### config.mk
export PLATFORM = sky130hd
export DESIGN_NAME = imem_loader
export DESIGN_NICKNAME = d
export VERILOG_FILES = /design/src/rtl/imem_loader.sv
export SDC_FILE = /design/constraint.sdc
export NUM_CORES = 1
export LEC_CHECK = 0
export CORE_MARGIN = 2
export CORE_UTILIZATION = 56
export CTS_CLUSTER_DIAMETER = 200
export DETAILED_ROUTE_END_ITERATION = 10
export PLACE_DENSITY = 0.91
export SYNTH_ARGS = -nofsm -noshare
export SYNTH_HDL_FRONTEND = slang
export SYNTH_SLANG_ARGS = --single-unit
export TNS_END_PERCENT = 30
### constraint.sdc
create_clock -name CLOCK_50 -period 6.3 [get_ports CLOCK_50]
set_input_delay 0.63 -clock CLOCK_50 [delete_from_list [all_inputs] [get_ports CLOCK_50]]
set_output_delay 0.63 -clock CLOCK_50 [all_outputs]
set_load 0.02 [all_outputs]
### src/rtl/imem_loader.sv
// Byte-stream loader for the instruction memory. It packs bytes little-endian into words and writes them at consecutive addresses.
// Optional trailing XOR checksum: define IMEM_LOADER_CHECKSUM_EN.
module imem_loader #(
  parameter int unsigned ADDR_W    = 5,
  parameter int unsigned BASE_ADDR = 0
) (
  input  logic              CLOCK_50,
  input  logic              reset,
  input  logic              start,
  input  logic [7:0]        in_byte,
  input  logic              in_valid,
  output logic              in_ready,
  output logic              imem_wr_en,
  output logic [ADDR_W-1:0] imem_wr_addr,
  output logic [31:0]       imem_wr_data,
  output logic              cpu_hold,
  output logic              done,
  output logic              error,
  output logic [ADDR_W:0]   words_loaded
);

  typedef enum logic [2:0] {
    S_IDLE, S_COUNT, S_DATA, S_WRITE, S_CHECK, S_DONE, S_ERROR
  } state_t;

  localparam int unsigned       DEPTH = 1 << ADDR_W;
  localparam logic [ADDR_W-1:0] BASE  = ADDR_W'(BASE_ADDR);

  state_t            r_state;
  logic              r_in_ready;
  logic              r_wr_en;
  logic [ADDR_W-1:0] r_wr_addr;
  logic [31:0]       r_wr_data;
  logic              r_hold;
  logic              r_done;
  logic              r_error;
  logic [ADDR_W:0]   r_words;
  logic [ADDR_W:0]   r_count;
  logic [1:0]        r_idx;
  logic [23:0]       r_asm;
`ifdef IMEM_LOADER_CHECKSUM_EN
  logic [7:0]        r_xor;
`endif

  state_t            w_state_nxt;
  logic              w_accept;
  logic [8:0]        w_byte_n;
  logic              w_count_ok;
  logic              w_last_word;

  assign w_accept    = in_valid && r_in_ready;
  // A COUNT byte of zero encodes a full-depth load.
  assign w_byte_n    = (in_byte == 8'd0) ? 9'(DEPTH) : {1'b0, in_byte};
  assign w_count_ok  = (w_byte_n <= 9'(DEPTH));
  assign w_last_word = ((r_words + (ADDR_W+1)'(1)) >= r_count);

  // NOTE: every variable assigned in always_comb gets a default first, so no latch is inferred.
  always_comb begin
    w_state_nxt = r_state;
    case (r_state)
      S_IDLE:  if (start) w_state_nxt = S_COUNT;
      S_COUNT: if (w_accept) w_state_nxt = w_count_ok ? S_DATA : S_ERROR;
      S_DATA:  if (w_accept && (r_idx == 2'd3)) w_state_nxt = S_WRITE;
`ifdef IMEM_LOADER_CHECKSUM_EN
      S_WRITE: w_state_nxt = w_last_word ? S_CHECK : S_DATA;
      S_CHECK: if (w_accept) w_state_nxt = (in_byte == r_xor) ? S_DONE : S_ERROR;
`else
      S_WRITE: w_state_nxt = w_last_word ? S_DONE : S_DATA;
`endif
      S_DONE:  if (start) w_state_nxt = S_COUNT;
      S_ERROR: if (start) w_state_nxt = S_COUNT;
      default: w_state_nxt = S_IDLE;
    endcase
  end

  // Outputs are registered from the next state so they line up with the state they describe.
  // NOTE: sequential state uses non-blocking assignments only, so every register samples pre-edge values.
  always_ff @(posedge CLOCK_50) begin
    if (reset) begin
      r_state    <= S_IDLE;
      r_in_ready <= 1'b0;
      r_wr_en    <= 1'b0;
      r_wr_addr  <= '0;
      r_wr_data  <= '0;
      r_hold     <= 1'b0;
      r_done     <= 1'b0;
      r_error    <= 1'b0;
      r_words    <= '0;
      r_count    <= '0;
      r_idx      <= '0;
      r_asm      <= '0;
`ifdef IMEM_LOADER_CHECKSUM_EN
      r_xor      <= '0;
`endif
    end else begin
      r_state    <= w_state_nxt;
      r_in_ready <= (w_state_nxt == S_COUNT) || (w_state_nxt == S_DATA) ||
                    (w_state_nxt == S_CHECK);
      r_wr_en    <= (w_state_nxt == S_WRITE);
      r_hold     <= !((w_state_nxt == S_IDLE) || (w_state_nxt == S_DONE));
      r_done     <= (w_state_nxt == S_DONE);
      r_error    <= (w_state_nxt == S_ERROR);

      case (r_state)
        S_IDLE, S_DONE, S_ERROR: begin
          if (start) begin
            r_words <= '0;
            r_idx   <= '0;
`ifdef IMEM_LOADER_CHECKSUM_EN
            r_xor   <= '0;
`endif
          end
        end
        S_COUNT: begin
          if (w_accept) r_count <= w_byte_n[ADDR_W:0];
        end
        S_DATA: begin
          if (w_accept) begin
            r_idx <= r_idx + 2'd1;
`ifdef IMEM_LOADER_CHECKSUM_EN
            r_xor <= r_xor ^ in_byte;
`endif
            case (r_idx)
              2'd0: r_asm[7:0]   <= in_byte;
              2'd1: r_asm[15:8]  <= in_byte;
              2'd2: r_asm[23:16] <= in_byte;
              default: begin
                r_wr_data <= {in_byte, r_asm};
                r_wr_addr <= BASE + r_words[ADDR_W-1:0];
              end
            endcase
          end
        end
        S_WRITE: r_words <= r_words + (ADDR_W+1)'(1);
        default: ;
      endcase
    end
  end

  assign in_ready     = r_in_ready;
  assign imem_wr_en   = r_wr_en;
  assign imem_wr_addr = r_wr_addr;
  assign imem_wr_data = r_wr_data;
  assign cpu_hold     = r_hold;
  assign done         = r_done;
  assign error        = r_error;
  assign words_loaded = r_words;

endmodule

==> results of run 1 <==
cell families after synthesis:
logic type / Yosys count
adders and majority gates: 12
AOI/OAI and AO/OA: 95
buffers and inverters: 35
xor gates and xnor gates: 5
DFF: 83
muxes: 1
and+or+nand+nor: 186
report_power, final:
part / leakage [nW] / internal, mW / switching, mW
logic: 0.633 / 0.0201 / 0.0320
registers: 0.669 / 0.528 / 0.00408
clock network: 0.0954 / 0.192 / 0.183
cells in the mapped netlist (all sizes together):
master	number	area (um^2)
xnor2	2	17.5
dfxtp	83	1660
a21oi	77	385
o21a	1	7.51
a21o	1	7.51
nand2b	2	20.0
a21boi	1	7.51
mux2i	1	10.0
o311a	1	10.0
nor2	23	86.3
nand3	27	135
and2	3	18.8
nor4b	1	8.76
or3	2	12.5
clkbuf	17	63.8
xor2	3	26.3
nor3	7	46.3
buf	10	52.6
o221ai	1	8.76
nand2	112	420
inv	8	30.0
o22ai	2	12.5
nor2b	2	12.5
or4b	1	10.0
a41oi	1	8.76
a311oi	1	8.76
a31oi	1	6.26
ha	12	150
nor3b	1	12.5
and3b	3	26.3
nor4	1	6.26
a22oi	4	30.0
o21ai	4	20.0
nand3b	1	7.51
layer usage:
| metal | vias up | global-route usage (%) |
|---|---|---|
| met3 | 18 | 4.67 |
| li1 | 1482 | - |
| met5 | - | 0 |
| met2 | 99 | 41.1 |
| met1 | 1412 | 30.2 |
| met4 | 0 | 12.0 |
worst min-delay path by stage:
stage | from | to
after floorplan | r_asm[0]$_SDFFE_PP0P_ | imem_wr_data[0]$_SDFFE_PP0P_
after global placement | imem_wr_data[1]$_SDFFE_PP0P_ | imem_wr_data[1]$_SDFFE_PP0P_
after detailed placement | r_asm[7]$_SDFFE_PP0P_ | imem_wr_data[7]$_SDFFE_PP0P_
after CTS | r_asm[7]$_SDFFE_PP0P_ | imem_wr_data[7]$_SDFFE_PP0P_
after global routing | r_asm[1]$_SDFFE_PP0P_ | imem_wr_data[1]$_SDFFE_PP0P_
final | imem_wr_data[30]$_SDFFE_PP0P_ | imem_wr_data[30]$_SDFFE_PP0P_
sequential cells by signal (all words and copies together) (netlist names), 2 cells and up:
name	count
r_idx	2
r_state	3
r_asm	24
imem_wr_data	32
words_loaded	6
r_count	6
imem_wr_addr	5
layout make-up:
| class | count | share of cell area, % |
|---|---|---|
| repair buffers | 60 | 14.4 |
| clock inverters | 4 | 1.25 |
| inverters | 8 | 0.730 |
| well taps | 75 | 2.28 |
| flip-flops and latches | 83 | 40.4 |
| clock buffers | 11 | 3.44 |
| multi-input cells | 299 | 37.5 |
stage by stage:
stage               util (%)  power, mW  cells  instance area, um^2  hold slack (ns)
floorplan                  -      0.575    417                 3350            0.432
global placement        67.0      0.595    525                 3920            0.441
detailed placement      67.0      0.596    525                 3920            0.445
CTS                     70.3      0.961    540                 4110            0.457
global route            70.3      0.989    540                 4110            0.477
finish                  70.3      0.959    540                 4110            0.455
worst min-delay path, delay by kind of cell, from the launching register on:
| family | cells | cell delay [ns] |
|---|---|---|
| AO/OA/AOI/OAI | 1 | 0.05 |
| flip-flops | 1 | 0.31 |
| AND/OR/NAND/NOR | 1 | 0.05 |
==> impl_results.md, run 1 <==
* Tmin final at 3.17 ns
* WP buf/inv at 1
* Crit path kind: in -> reg
* Met3 wire len at roughly 500 um
* Setup Buffers After CTS at 0
* XOR/XNOR Fraction of Synth Area at 1.31%
* Worst path cell trace: clkdlybuf4s50_1 > nand2_1 > nor3_4 > nand2_1 > nand2_1 > a21oi_1
* Worst slack, placed at 2.74 ns
* I/O pin total at 60
* MaxCap Viol Count at 0
* TritonCTS clock tree: yes
* Multiplexer area fraction after synthesis at 0.299%
* Worst Hold Class: reg -> reg
* Adder-cell share of the synthesized area at 4.48%
* I/O Buffers at 59
* Fillers at 448
* Antenna diodes at 0
* Final worst-path cycle share at 50.3%
* Multi-input gate area at 1540 um^2
* Worst path slowest cell: nand2_1
* # DRC at 0
* CP peak stage delay at 0.94 ns
* Top delay family on crit path: simple AND/OR/NAND/NOR gates
* Clk pin slew, worst setup/hold paths at 0.08 ns
* Clk Latency, worst-skew pair at 0.36 ns
* Netlist Area Pre-Place at between 3000 and 4000 um^2
* Synth Area per Inst at between 8 and 9 um^2
* Core area at 5850 um^2
* CP endpoint kind: register
* CTS max path bufs at 2
* Total Wirelength at 7500 um
* Hold Violations, Final at 0
* Final Setup Violations at 0
* Root buf cell: clkbuf_8
* CP max FO at 37
* Initial antenna violation count at 0
* Final worst slack at 3.13 ns
* H-tree levels at 3
* Post-synthesis cell type count at 37
* Reg area at 1660 um^2
* Gpl congestion at roughly 0.82
* Leakage power at 1.40 nW
* Final setup TNS at 0 ns
* DR WL met2 at 3720 um
* Die ar. at around 6600 um^2
* Max Clk Rate at ~320 MHz
* 1st-pass router iterations at 5
* Commonest non-fill, non-tap cell in the layout: nand2_1
* Grt ovf at 0
* Synth Area in Compound Gates at 15.3%
* Crit path launch: in_valid
* Chip height at 81.3 um
* Worst reg2reg setup slack at 3.35 ns
* Status: completed
* Largest family of logic cells by synthesized area: simple AND/OR/NAND/NOR gates
* Req. time, crit path at between 6 and 7 ns
* Resized cells post-CTS at 0
* Initial DRC count at 200
* CTS Hold Bufs at 0
* R2R cell count at 5
* End point of the critical path: imem_wr_data[29]$_SDFFE_PP0P_
* FF-to-FF End: imem_wr_data[29]$_SDFFE_PP0P_
* Clock sinks at 83
* CP Data Arrival Time at approximately 3.4 ns
* #FFs+latches synth at 83
* Via density at 5.58
* Row Count at 28
* GRT Util Overall at between 20% and 30%
* Cell depth of the worst setup path at 6
* Met1 wire length at 3120 um
* Layout Nets at approximately 490
* Sequential share of the synthesized area at around half
* Die X at 81.3 um
* Worst hold stages at 2
* Post-DP HPWL at just over 5000 um
* Synth-to-Final Area Change at 22.8%
* Starting Density at 57.2%
* CP dominant cell by count: nand2_1
* Top sig layer: met4
* Final Max Slew Viols at 0
* Vias at 3011
* Routed len/inst at 13.9 um
* Commonest non-fill, non-tap cells in the layout: 112 x nand2_1, 83 x dfxtp_1, 77 x a21oi_1, 58 x clkdlybuf4s50_1, 27 x nand3_1
* Unrepaired setup endpoints after global routing: no
* Setup Skew at 0.00866 ns
* RR Startpoint: r_state[1]$_SDFF_PP0_
* Worst-margin pin slew at 1.19 ns
* Post-DRT Antenna Nets at 0
* Vias in the first global route at 2815
* Synthesized instance count at roughly 420
* Simple-Gate Fraction of Synth Area at 24.6%
* Syn_nets at 441
* Crit start category: primary input
* Peak supply drop at 0.000134 V
* First-pass GRT wire length at 12500 um
* Largest net degree at the start of global routing at 84
* Ys Warns at 0
* Fraction of layout cells with a size suffix above 1 at 4.09%
* Relative slew slack at 20.5%
* P per Cell Area at 233 nW/um^2
* TritonCTS buffer count at 9
(Power assumes the default switching activity.)
==> run 2: changes to the inputs <==
--- a/config.mk
+++ b/config.mk
@@ -6,10 +6,10 @@
 export NUM_CORES = 1
 export LEC_CHECK = 0
 export CORE_MARGIN = 2
-export CORE_UTILIZATION = 56
+export CORE_UTILIZATION = 47
 export CTS_CLUSTER_DIAMETER = 200
 export DETAILED_ROUTE_END_ITERATION = 10
-export PLACE_DENSITY = 0.91
+export PLACE_DENSITY = 0.82
 export SYNTH_ARGS = -nofsm -noshare
 export SYNTH_HDL_FRONTEND = slang
 export SYNTH_SLANG_ARGS = --single-unit
==> constraint.sdc (replaced) <==
create_clock -name CLOCK_50 -period 2.9 [get_ports CLOCK_50]
set_input_delay 0.29 -clock CLOCK_50 [delete_from_list [all_inputs] [get_ports CLOCK_50]]
set_output_delay 0.29 -clock CLOCK_50 [all_outputs]
set_load 0.02 [all_outputs]
==> impl_results.md, run 2 (synthesis results as in run 1) <==
* Initial DRC count at 100 (-50%)
* Crit start category: register
* Final setup TNS at 0 ns (unchanged)
* Commonest non-fill, non-tap cell in the layout: nand2_1
* Post-DRT Antenna Nets at 0 (unchanged)
* Multi-input gate area at 1540 um^2 (unchanged)
* Status: completed
* Via density at 5.17 (-7.4%)
* Post-DP HPWL at 5180 um (+2.3%)
* Total power at 2.14 mW (+120%)
* Commonest non-fill, non-tap cells in the layout: 112 x nand2_1, 83 x dfxtp_1, 77 x a21oi_1, 58 x clkdlybuf4s50_1, 27 x nand3_1
* Final Max Slew Viols at 0 (unchanged)
* CTS max path bufs at 2 (unchanged)
* CTS Hold Bufs at 0 (unchanged)
* Global-route met2 utilization at 33.9% (-7.2 points)
* Setup Buffers After CTS at 0 (unchanged)
* H-tree levels at 3 (unchanged)
* Fraction of layout cells with a size suffix above 1 at 5.92% (+1.8 points)
* Vias at 2939 (-2.4%)
* Starting Density at 49.0% (-8.2 points)
* Initial antenna violation count at 0 (unchanged)
* Hold Violations, Final at 0 (unchanged)
* 1st-pass router iterations at 5 (unchanged)
* Clk pin slew, worst setup/hold paths at 0.09 ns (about the same)
* Gr busiest metal: met2
* Total Wirelength at 7460 um (-0.59%)
* P per Cell Area at 509 nW/um^2 (+120%)
* Setup Skew at 0.0113 ns (+0.00268 ns)
* Final worst slack at 0.413 ns (-2.72 ns)
* Unrepaired setup endpoints after global routing: no
* TritonCTS clock tree: yes
* Die X at 88.4 um (+8.7%)
* # DRC at 0 (unchanged)
* Root buf cell: clkbuf_8
* Peak supply drop at 0.000304 V (+130%)
* CP Data Arrival Time at 2.74 ns (-0.64 ns)
* CP max FO at 7 (-81%)
* Fillers at 614 (+37%)
* Clock sinks at 83 (unchanged)
* Synth-to-Final Area Change at 25.6%
* MaxCap Viol Count at 0 (unchanged)
* CP endpoint kind: register
* Antenna diodes at 0 (unchanged)
* GR Layer Usage met1 at 24.8% (-5.4 points)
* WP buf/inv at 0 (-1)
* Die ar. at 7810 um^2 (+18%)
* Largest net degree at the start of global routing at 55 (-35%)
* Crit path kind: reg -> reg
* GRT Util Overall at 20.5% (-4.1 points)
* Relative slew slack at 36.7% (+16 points)
* Worst-margin pin slew at 0.950 ns (-0.242 ns)
* TritonCTS buffer count at 9 (unchanged)
* Max FFs per register at 32 (unchanged)
* Chip height at 88.4 um (+8.7%)
* Req. time, crit path at 3.15 ns (-3.36 ns)
* Routed len/inst at 13.1 um (-5.7%)
* Vias in the first global route at 2784 (-1.1%)
* I/O Buffers at 59 (unchanged)
* Row Count at 30 (+7.1%)
* Layout Nets at 492 (+1.4%)
* Grt ovf at 0 (unchanged)
* Resized cells post-CTS at 0 (unchanged)
* Reg area at 1660 um^2 (unchanged)
* Gpl congestion at 0.813 (-0.64%)
* Worst path cell trace: nand3_1 > nor2_1 > xor2_1 > ha_1 > a22oi_1 > nand2_1 > o221ai_1 > and2_1 > nor4b_1
* Worst path slowest cell: dfxtp_1
* Clk Latency, worst-skew pair at 0.36 ns (about the same)
* First-pass GRT wire length at 12400 um (-0.78%)
* Final worst-path cycle share at between 80 and 90%
* Max Clk Rate at around 400 MHz
* Worst slack, placed at 0.497 ns (-2.25 ns)
* Final Setup Violations at 0 (unchanged)
* Top delay family on crit path: simple AND/OR/NAND/NOR gates
* M3 GR Usage at 4.85% (+0.18 points)
* Core area at 6830 um^2 (+17%)
* Tmin final at 2.49 ns
* Worst Hold Class: reg -> reg
* I/O pin total at 60 (unchanged)
* Worst reg2reg setup slack at 0.41 ns (-2.94 ns)
* Leakage power at 1.44 nW (+3.3%)
* CP peak stage delay at 0.47 ns (-0.47 ns)
[run 2: metrics by stage]
stage / instance area [um^2] / instances / hold slack, ns / utilization (%)
finish: 4210 / 569 / 0.452 / 61.6
global route: 4210 / 569 / 0.457 / 61.6
CTS: 4210 / 569 / 0.453 / 61.6
floorplan: 3350 / 417 / 0.426 / -
detailed placement: 4000 / 553 / 0.446 / 58.5
global placement: 4000 / 553 / 0.443 / 58.5
[run 2: worst paths after layout]
path                                        end                    startpoint  cells after the start
setup / recovery          imem_wr_en$_SDFF_PP0_  words_loaded[0]$_SDFFE_PP0P_                      9
hold / removal    imem_wr_data[11]$_SDFFE_PP0P_        r_asm[11]$_SDFFE_PP0P_                      2
hold reg to reg   imem_wr_data[11]$_SDFFE_PP0P_        r_asm[11]$_SDFFE_PP0P_                      2
setup reg to reg          imem_wr_en$_SDFF_PP0_  words_loaded[0]$_SDFFE_PP0P_                      9
[run 2: per-layer routing]
metal  up-vias  share of wire (%)
met4         0                2.1
met1      1371                 44
met2        59                 49
met3        15                5.0
met5         -                  0
li1       1494                  -
[run 2: worst min-delay path: cells and delay by family, from the launching register on]
kind | cells | cell delay [ns]
AO/OA/AOI/OAI | 1 | 0.05
flip-flops | 1 | 0.32
AND/OR/NAND/NOR | 1 | 0.05
[run 2: area by class of cell]
type	count	share of cell area, %
Clock buffer	10	3.27
Sequential cell	83	39.5
Timing Repair Buffer	67	15.3
Inverter	8	0.714
Tap cell	96	2.86
Clock inverter	6	1.70
Multi-Input combinational cell	299	36.6
[run 2: power by group]
part           leakage, nW  switching [mW]  internal [mW]
Sequential           0.669         0.00914           1.15
Combinational        0.669          0.0712         0.0453
Clock                0.105           0.435          0.432
Total                 1.44           0.516           1.63
==> patch, RTL diff (config.mk and constraints of run 2) <==
Make the reset (`reset`) asynchronous in one clocked block.
--- a/src/rtl/imem_loader.sv
+++ b/src/rtl/imem_loader.sv
@@ -75,7 +75,7 @@
 
   // Outputs are registered from the next state so they line up with the state they describe.
   // NOTE: sequential state uses non-blocking assignments only, so every register samples pre-edge values.
-  always_ff @(posedge CLOCK_50) begin
+  always_ff @(posedge CLOCK_50 or posedge reset) begin
     if (reset) begin
       r_state    <= S_IDLE;
       r_in_ready <= 1'b0;
Formal check against the unedited RTL: differs if reset is asserted again (counterexample within 4 cycles, from zero or initial values and one cycle with reset high); with reset held inactive, the same outputs for 10 cycles.
==> patch against run 2 <==
Sequential cell count unchanged; worst hold slack got worse by 0.11 ns; worst setup slack improved by 0.26 ns; final area increased by 8.6%; sequential share of layout area increased by 6.0 points; highest routed layer unchanged; critical path type unchanged; routed wire length decreased by 9.3%; area after synthesis increased by 11%; critical path depth decreased by 1.
Power is not compared: it rests on default switching activity, and its combinational part moved more than twofold at a synthesized area within 25%.
==> patch: results (changes against run 2) <==
metric	value	unit	change
synth_common_cells	dfrtp_1, mux2_2, mux2_4		was nand2_1, dfxtp_1, a21oi_1
area_fraction_in_compound_gates_after_synthesis	0.0482		was 0.153
wl_per_cell	15.9	um	was 13.1 um
finalWirelength	6760	um	was 7460 um
post_cts.resized_instances	0		unchanged
final_max_slew_viol_count	0		unchanged
antenna_cells_inserted	0		unchanged
synth_cell_type_count	41		was 37
place_worst_setup_slack	0.699	ns	was 0.497 ns
largest_register_ffs	32		unchanged
min-delay-path-class	input port to async pin		was flop to flop
gr-usage-all-layers	0.175		was 0.205
fin_nets	343		was 492
synthXorXnorAreaFrac	0.0118		was 0.0131
post_synthesis_share_of_cell_area_spent_on_full_adders_half_adders_and_majority_gates	0.0405		was 0.0448
max_slew.worst_pin.slew	0.660	ns	was 0.950 ns
antenna_found_initial	0		unchanged
met1_length	3160	um	was 3250 um
mappedNetlistNets	280		was 441
grt_pass1_vias	2263		was 2784
placed_cells_incl_taps	410		was 553
clk_latency	0.35	ns	
grt_start_max_net_pins	47		was 55
drive_above_1_share	0.266		was 0.0592
seq_area_frac_synth	0.560		was 0.496
finalWeightedCongestion	0.845		was 0.813
postPlaceCellArea	0.00434	sq mm	was 0.00400 sq mm
status	complete, no violations		unchanged
critical_path_arrival	2.46	ns	was 2.74 ns
vias	2187		was 2939
detailroute.wirelength.met2	3300	um	was 3670 um
synth_top_cells_by_area	dfrtp_1, mux2_4, mux2_2		was dfxtp_1, nand2_1, a21oi_1
port_buffers	59		unchanged
detailroute.wirelength.met3	172	um	was 374 um
dominantRegCellSynth	dfrtp_1		was dfxtp_1
synthArstFlopShare	1.00		was 0
finClkSkew	0.0107	ns	was 0.0113 ns
postCtsSetupBuffers	0		unchanged
hpwl_reported_at_the_end_of_detailed_placement	4630	um	was 5180 um
firstDrtPassIters	4		was 5
grt_pass1_wl	11500	um	was 12400 um
drtIter0Drc	88		was 100
muxShareOfSynthArea	0.224		was 0.00299
synth_area_per_cell	14.5	sq um	was 8.03 sq um
[patch: changes by cell type after synthesis, sizes merged, moves of 16 or more]
cell,run 2,this run
dfxtp,83,0
nor2,23,3
dfrtp,0,83
nand2,112,23
mux2,0,62
clkbuf,17,1
nand3,27,4
a21oi,77,4
[patch: area by class of cell]
class	count	area (sq um)
fill	607	3120
sequential	83	2080
multi-input combinational	155	1490
timing repair buffer	61	618
clock buffer	10	138
tap	102	128
clock inverter	5	85.1
inverter	9	35.0
[patch: worst paths after layout]
kind                                              from                           end  slack (ns)  cells after the start
max                        words_loaded[0]$_DFFE_PP0P_            in_ready$_DFF_PP0_        0.68                      8
min                                              reset  imem_wr_data[14]$_DFFE_PP0P_        0.34                      2
max reg2reg                words_loaded[0]$_DFFE_PP0P_            in_ready$_DFF_PP0_        0.68                      8
min reg2reg                       r_asm[0]$_DFFE_PP0P_   imem_wr_data[0]$_DFFE_PP0P_        0.50                      1
max in group asynchronous                        reset          imem_wr_en$_DFF_PP0_        1.90                      3
min in group CLOCK_50             r_asm[0]$_DFFE_PP0P_   imem_wr_data[0]$_DFFE_PP0P_        0.50                      1
[patch: worst max-delay path, cell delays in order (launching register included)]
cell	delay [ns]
dfrtp_1	0.46
ha_1	0.28
nand3_1	0.12
xnor2_1	0.17
ha_1	0.30
nand4_1	0.08
o221ai_1	0.24
o221ai_1	0.20
o2111a_1	0.26
[patch: routing by layer]
metal,vias to the layer above,global-route usage
li1,1029,-
met4,0,0.0772
met3,8,0.0252
met2,41,0.278
met5,-,0
met1,1109,0.239
[patch: where the power goes]
group          total, mW  internal [mW]  switching [mW]
registers           1.95           1.64           0.305
logic               2.00           1.11           0.884
clock network      0.915          0.508           0.407
